===== config.mk =====
export PLATFORM = sky130hd
export DESIGN_NAME = instr_decode_stage
export DESIGN_NICKNAME = d
export VERILOG_FILES = /design/src/rtl/instr_decode_stage.sv
export SDC_FILE = /design/constraint.sdc
export NUM_CORES = 2
export LEC_CHECK = 0
export BUFFER_PORTS_ARGS = -buffer_cell sky130_fd_sc_hd__buf_4
export CORE_UTILIZATION = 35
export CTS_CLUSTER_SIZE = 24
export DETAILED_ROUTE_END_ITERATION = 10
export GPL_TIMING_DRIVEN = 0
export PLACE_DENSITY_LB_ADDON = 0.25
export SLEW_MARGIN = 20
export SYNTH_ARGS = -nofsm -noshare
export SYNTH_HDL_FRONTEND = slang
export SYNTH_SLANG_ARGS = --single-unit

===== constraint.sdc =====
create_clock -name clk -period 6.1 [get_ports clk]
set_clock_uncertainty 0.15 [all_clocks]
set_input_delay 0.61 -clock clk [delete_from_list [all_inputs] [get_ports clk]]
set_output_delay 0.61 -clock clk [all_outputs]
set_load 0.01 [all_outputs]

===== src/rtl/instr_decode_stage.sv =====
// Instruction decode stage: IF/ID pipeline register, register file, field/immediate decode and load-use hazard detection.
// Optional macro ID_WB_BYPASS_EN forwards a same-cycle WB write onto the register read ports.
module instr_decode_stage #(
  parameter int unsigned REG_COUNT = 32
) (
  input  logic        clk,
  input  logic        rst,
  input  logic [31:0] if_instr,
  input  logic [31:0] if_pc4,
  input  logic        flush,
  input  logic        ex_mem_read,
  input  logic [4:0]  ex_rt,
  input  logic        wb_we,
  input  logic [4:0]  wb_addr,
  input  logic [31:0] wb_data,
  output logic        hazard,
  output logic        id_valid,
  output logic [31:0] id_pc4,
  output logic [5:0]  id_opcode,
  output logic [4:0]  id_rs,
  output logic [4:0]  id_rt,
  output logic [4:0]  id_rd,
  output logic [5:0]  id_funct,
  output logic [31:0] id_imm,
  output logic [31:0] id_rs_data,
  output logic [31:0] id_rt_data
);

  localparam int unsigned XLEN = 32;

  localparam logic [5:0] OP_ANDI = 6'b001100;
  localparam logic [5:0] OP_ORI  = 6'b001101;
  localparam logic [5:0] OP_XORI = 6'b001110;
  localparam logic [5:0] OP_LUI  = 6'b001111;

  logic [XLEN-1:0] instr_q;
  logic [XLEN-1:0] pc4_q;
  logic            valid_q;
  logic [XLEN-1:0] regs [REG_COUNT];

  // IF/ID register: reset > flush > stall hold > load
  always_ff @(posedge clk) begin
    if (rst) begin
      instr_q <= '0;
      pc4_q   <= '0;
      valid_q <= 1'b0;
    end else if (flush) begin
      instr_q <= '0;
      pc4_q   <= '0;
      valid_q <= 1'b0;
    end else if (!hazard) begin
      instr_q <= if_instr;
      pc4_q   <= if_pc4;
      valid_q <= 1'b1;
    end
  end

  // Register file; entry 0 is never written so it stays zero
  always_ff @(posedge clk) begin
    if (rst) begin
      for (int i = 0; i < int'(REG_COUNT); i++) begin
        regs[i] <= '0;
      end
    end else if (wb_we && (wb_addr != 5'd0)) begin
      regs[wb_addr] <= wb_data;
    end
  end

  assign id_opcode = instr_q[31:26];
  assign id_rs     = instr_q[25:21];
  assign id_rt     = instr_q[20:16];
  assign id_rd     = instr_q[15:11];
  assign id_funct  = instr_q[5:0];
  assign id_pc4    = pc4_q;

  // Logical immediates zero-extend, lui shifts up, everything else sign-extends
  always_comb begin
    id_imm = {{16{instr_q[15]}}, instr_q[15:0]};
    case (id_opcode)
      OP_ANDI, OP_ORI, OP_XORI: id_imm = {16'd0, instr_q[15:0]};
      OP_LUI:                   id_imm = {instr_q[15:0], 16'd0};
      default:                  ;
    endcase
  end

  assign hazard = valid_q & ex_mem_read & (ex_rt != 5'd0)
                & ((ex_rt == id_rs) | (ex_rt == id_rt));

  assign id_valid = valid_q & ~hazard;

  always_comb begin
    id_rs_data = (id_rs == 5'd0) ? '0 : regs[id_rs];
    id_rt_data = (id_rt == 5'd0) ? '0 : regs[id_rt];
`ifdef ID_WB_BYPASS_EN
    if (wb_we && (wb_addr != 5'd0) && (wb_addr == id_rs)) id_rs_data = wb_data;
    if (wb_we && (wb_addr != 5'd0) && (wb_addr == id_rt)) id_rt_data = wb_data;
`endif
  end

endmodule

==> impl_metrics.prom <==
# TYPE chip_impl_metric gauge
chip_impl_metric{name="post_synth_instance_area",unit="sq um"} 58100
chip_impl_metric{name="fin_hold_viols",unit=""} 0
chip_impl_info{name="timing.rr.end",value="id_pc4[19]"} 1
chip_impl_metric{name="dieArea",unit="sq um"} 168000
chip_impl_metric{name="worst_setup_hold_path_clk_slew",unit="ns"} 0.06
chip_impl_metric{name="drt-vias-per-instance",unit=""} 5.84
chip_impl_metric{name="remaining_drc_errors",unit=""} 0
chip_impl_metric{name="comb_power_share",unit="%"} 12.9
chip_impl_metric{name="fp.dieW",unit="microns"} 409
chip_impl_info{name="crit_path_cell_trace",value="buf_2 > buf_2 > clkbuf_1 > mux4_2 > mux2i_1 > nor2_1 > a221oi_2 > a21oi_1 > buf_4"} 1
chip_impl_metric{name="worst-r2r-setup-slack",unit="ns"} 3.86
chip_impl_info{name="holdCritPathClass",value="input pin to flop"} 1
chip_impl_metric{name="wl_per_cell",unit="microns"} 35.1
chip_impl_metric{name="whs_path_depth",unit=""} 2
chip_impl_metric{name="die_h",unit="microns"} 409
chip_impl_metric{name="first_global_vias",unit=""} 38300
chip_impl_metric{name="clk_path_buf_depth",unit=""} 3
chip_impl_metric{name="r2r_cells",unit=""} 7
chip_impl_metric{name="clock.fmax",unit="MHz"} 181
chip_impl_info{name="result_of_the_run",value="finished, final reports clean"} 1
chip_impl_metric{name="detailroute.via_count",unit=""} 38700
chip_impl_metric{name="sequentialPowerShare",unit="%"} 47.0
chip_impl_metric{name="final_min_period_over_clock_period",unit="%"} 90.4
chip_impl_metric{name="final_antenna_net_count",unit=""} 0
chip_impl_info{name="slowest_stage",value="clkbuf_1"} 1
chip_impl_metric{name="clock-sinks",unit=""} 1099
chip_impl_metric{name="syn_area_per_cell",unit="sq um"} 15.2
chip_impl_metric{name="number_of_cts_inserted_buffers",unit=""} 131
chip_impl_metric{name="cp_num_buf_inv",unit=""} 4
chip_impl_metric{name="initial_utilization",unit="%"} 35.2
chip_impl_info{name="synth.top_cells.by_area",value="edfxtp_1 53%, mux4_2 20%, and2_1 11%"} 1
chip_impl_metric{name="drtIter0Drc",unit=""} 5294
chip_impl_metric{name="vdd_drop_max",unit="mV"} 0.217
chip_impl_info{name="min_from",value="wb_data[21]"} 1
chip_impl_metric{name="critPathMaxStageDelay",unit="ns"} 0.80
chip_impl_metric{name="antenna_found_initial",unit=""} 18
chip_impl_metric{name="cell_internal_pwr",unit="mW"} 13.9
chip_impl_metric{name="drive_above_1_share",unit="%"} 29.9
chip_impl_metric{name="fin_cells",unit=""} 6626
chip_impl_info{name="tritoncts",value="built"} 1
chip_impl_metric{name="slew_headroom",unit="%"} 18.8
chip_impl_metric{name="row_count",unit=""} 149
chip_impl_metric{name="design.portCount",unit=""} 268
chip_impl_info{name="rsz_0062_raised_after_global_routing",value="no"} 1
chip_impl_metric{name="synthesis.instances",unit=""} 3827
chip_impl_metric{name="final_period_demand_of_the_worst_path",unit="ns"} 5.51
chip_impl_metric{name="finalSetupTns",unit="ns"} 0
chip_impl_metric{name="global_route.overflow_total",unit=""} 0
chip_impl_metric{name="power.density_cell_area",unit="nW/um^2"} 278
chip_impl_metric{name="cts-htree-levels",unit=""} 4
chip_impl_metric{name="sequential_share_of_the_synthesized_area",unit="%"} 55.5
chip_impl_metric{name="grt_max_degree",unit=""} 33
chip_impl_metric{name="final.setup.worst_slack",unit="ns"} 0.587
chip_impl_metric{name="power.static_leakage",unit="nW"} 22.9
chip_impl_metric{name="crit_arrival",unit="ns"} 4.75
chip_impl_info{name="kind_of_cell_adding_the_most_delay_to_the_critical_path",value="buffers and inverters"} 1
chip_impl_metric{name="hold_ws",unit="ns"} 0.0320
chip_impl_metric{name="ys_seq_elements",unit=""} 1099
chip_impl_metric{name="crit_required",unit="ns"} 5.34
chip_impl_metric{name="timing.max_cap.violations",unit=""} 0
chip_impl_metric{name="synthDominantCellAreaShare",unit="%"} 52.9
chip_impl_metric{name="synth-warning-count",unit=""} 0
chip_impl_metric{name="portBuffers",unit=""} 267
chip_impl_metric{name="drt_first_pass_iters",unit=""} 5
chip_impl_metric{name="post-layout-total-power",unit="mW"} 18.8
chip_impl_metric{name="share_clk_of_total_power",unit="%"} 40.1
chip_impl_metric{name="hpwl_after_detailed_placement",unit="mm"} 163
chip_impl_metric{name="critical_path.max_fanout",unit=""} 10
chip_impl_metric{name="netSwitchingFraction",unit="%"} 26.4
chip_impl_metric{name="clk_latency",unit="ns"} 0.79
chip_impl_metric{name="grt_util_all_layers",unit="%"} 27.3
chip_impl_info{name="worstSetupPathType",value="flop to primary output"} 1
chip_impl_info{name="cts.root.buffer_cell",value="clkbuf_16"} 1
chip_impl_info{name="startpoint_type",value="flop"} 1
chip_impl_metric{name="worstMarginPinSlew",unit="ns"} 1.22
chip_impl_metric{name="post-place-cells",unit=""} 6317
chip_impl_metric{name="floorplan.core_area",unit="sq um"} 165000
chip_impl_metric{name="ys_types",unit=""} 38
chip_impl_metric{name="worst_setup_slack_post_dpl",unit="ns"} 1.52
chip_impl_metric{name="drv_slew",unit=""} 0
chip_impl_metric{name="nNetsFinal",unit=""} 4447
chip_impl_metric{name="syn_to_final_growth",unit="%"} 16.8
chip_impl_info{name="worstReg2RegStart",value="instr_q[18]"} 1
chip_impl_info{name="critical_path_most_common_cell",value="buf_2"} 1
chip_impl_metric{name="gp_congestion",unit=""} 0.942
chip_impl_metric{name="grt_pass1_wl",unit="mm"} 312
chip_impl_info{name="yosysTopAreaCell",value="edfxtp_1"} 1
chip_impl_metric{name="post_cts_resized",unit=""} 0
chip_impl_metric{name="setup_viol",unit=""} 0
chip_impl_info{name="crit_path_end_kind",value="primary output"} 1
chip_impl_metric{name="routed_wl",unit="mm"} 232
chip_impl_metric{name="power.net_switching",unit="mW"} 4.97
chip_impl_info{name="hold_endpoint",value="regs[4][21]"} 1
==> repair_timing <==
item                                   CTS  global route
hold buffers                            74             0
buffers inserted                         0             0
endpoints found under the hold margin   84             0
setup endpoints to repair                0             0
==> layout make-up <==
class	instances	area (sq um)
diodes	5	12.5
plain buffers	432	2100
clock buffers	178	3590
clock inverters	51	389
fillers	15200	97000
multi-input cells	2327	23900
flip-flops and latches	1099	32300
well taps	2189	2740
repair buffers	345	2820
==> worst register-to-register path: stages, from the launching register on <==
cell     delay (ns)
dfxtp_1        0.46
xor2_1         0.11
nor3_1         0.19
nand3_1        0.09
a21oi_1        0.21
buf_2          0.33
buf_2          0.36
mux2i_1        0.24
==> cells in the mapped netlist <==
cell,number
buf_1,7
a221oi_2,33
mux4_2,512
nor3_1,4
mux2_2,146
xor2_1,6
a21o_1,15
or3_1,2
a21boi_0,1
nand3b_1,4
a22oi_1,18
clkbuf_1,283
nand2_1,151
a31oi_1,18
edfxtp_1,1024
nand3_1,4
or3b_2,2
clkbuf_2,1
o211ai_1,1
xnor2_1,4
and2_1,994
o221ai_1,64
and3_1,1
dfxtp_1,75
buf_2,65
nor2_1,82
nor4bb_1,1
mux2i_1,110
buf_4,51
nand2b_1,3
or4_1,1
a21oi_1,47
or2_2,33
nor2b_1,23
a221oi_1,13
conb_1,1
nor2_2,2
buf_6,25
==> worst max path at each step <==
stage	startpoint	endpoint	slack (ns)	depth (start not counted)
after floorplan	flop	id_rt_data[0]	3.52	7
after global placement	flop	id_rs_data[8]	1.34	7
after detailed placement	flop	id_rt_data[17]	1.52	9
after CTS	flop	id_rt_data[17]	0.68	9
after global routing	flop	id_rt_data[17]	0.49	9
final	flop	id_rt_data[17]	0.59	9
==> kinds of logic (layout without fill, tap and decap cells) <==
group	count (synthesis)	count (layout)	share of synthesized area [%]
simple gates	1307	1307	13.1
compound gates	210	210	3.07
other cells	1	37	0.00646
buf+inv	432	1006	3.59
flops	1099	1099	55.5
xor+xnor	10	10	0.151
mux	768	768	24.6
==> per-layer routing <==
metal / vias up / GRT usage (%) / wire length (microns)
li1: 15600 / - / -
met1: 20200 / 35.6 / 91300
met2: 2378 / 42.1 / 105000
met3: 498 / 6.47 / 22500
met4: 8 / 14.4 / 13800
met5: - / 0 / 46
==> cell usage in the layout (no fill, tap or decap), types with 5 or more instances in the layout <==
master and n:
buf_6 26, clkbuf_1 313, clkinv_2 17, a221oi_2 33
clkinv_1 17, clkbuf_2 8, inv_6 7, a221oi_1 13
buf_2 65, conb_1 32, clkbuf_16 135, a21o_1 15
a21oi_1 47, o221ai_1 64, diode_2 5, dlygate4sd3_1 74
mux2_2 146, or2_2 7, buf_1 6, mux2i_1 110
clkbuf_8 5, buf_4 318, a22oi_1 18, dfxtp_1 75
and2_1 994, nand2_1 151, edfxtp_1 1024, nor2b_1 23
xor2_1 6, a31oi_1 18, or2_4 26, mux4_2 512
nor2_1 82
==> per-stage QoR <==
stage,area [sq um],utilization (%)
after floorplan,58200,-
after global routing,67800,41.2
after CTS,67800,41.1
after detailed placement,63100,38.3
after global placement,62900,38.2
final,67800,41.2
==> flip-flops by register name, indices dropped and copies added (netlist names), named ones only <==
register	count
instr_q	32
id_pc4	32
regs	1024
valid_q	1
==> power by group through the flow <==
| stage | logic (mW) | registers, mW | clock network [mW] |
|---|---|---|---|
| after CTS | 2.40 | 8.85 | 7.57 |
| after global placement | 2.33 | 8.98 | 0 |
| after global routing | 2.48 | 8.89 | 7.82 |
| after floorplan | 1.28 | 8.91 | 0 |
| after detailed placement | 2.35 | 9.00 | 0 |
| final | 2.43 | 8.85 | 7.55 |
Power figures use the tool's default switching activity.
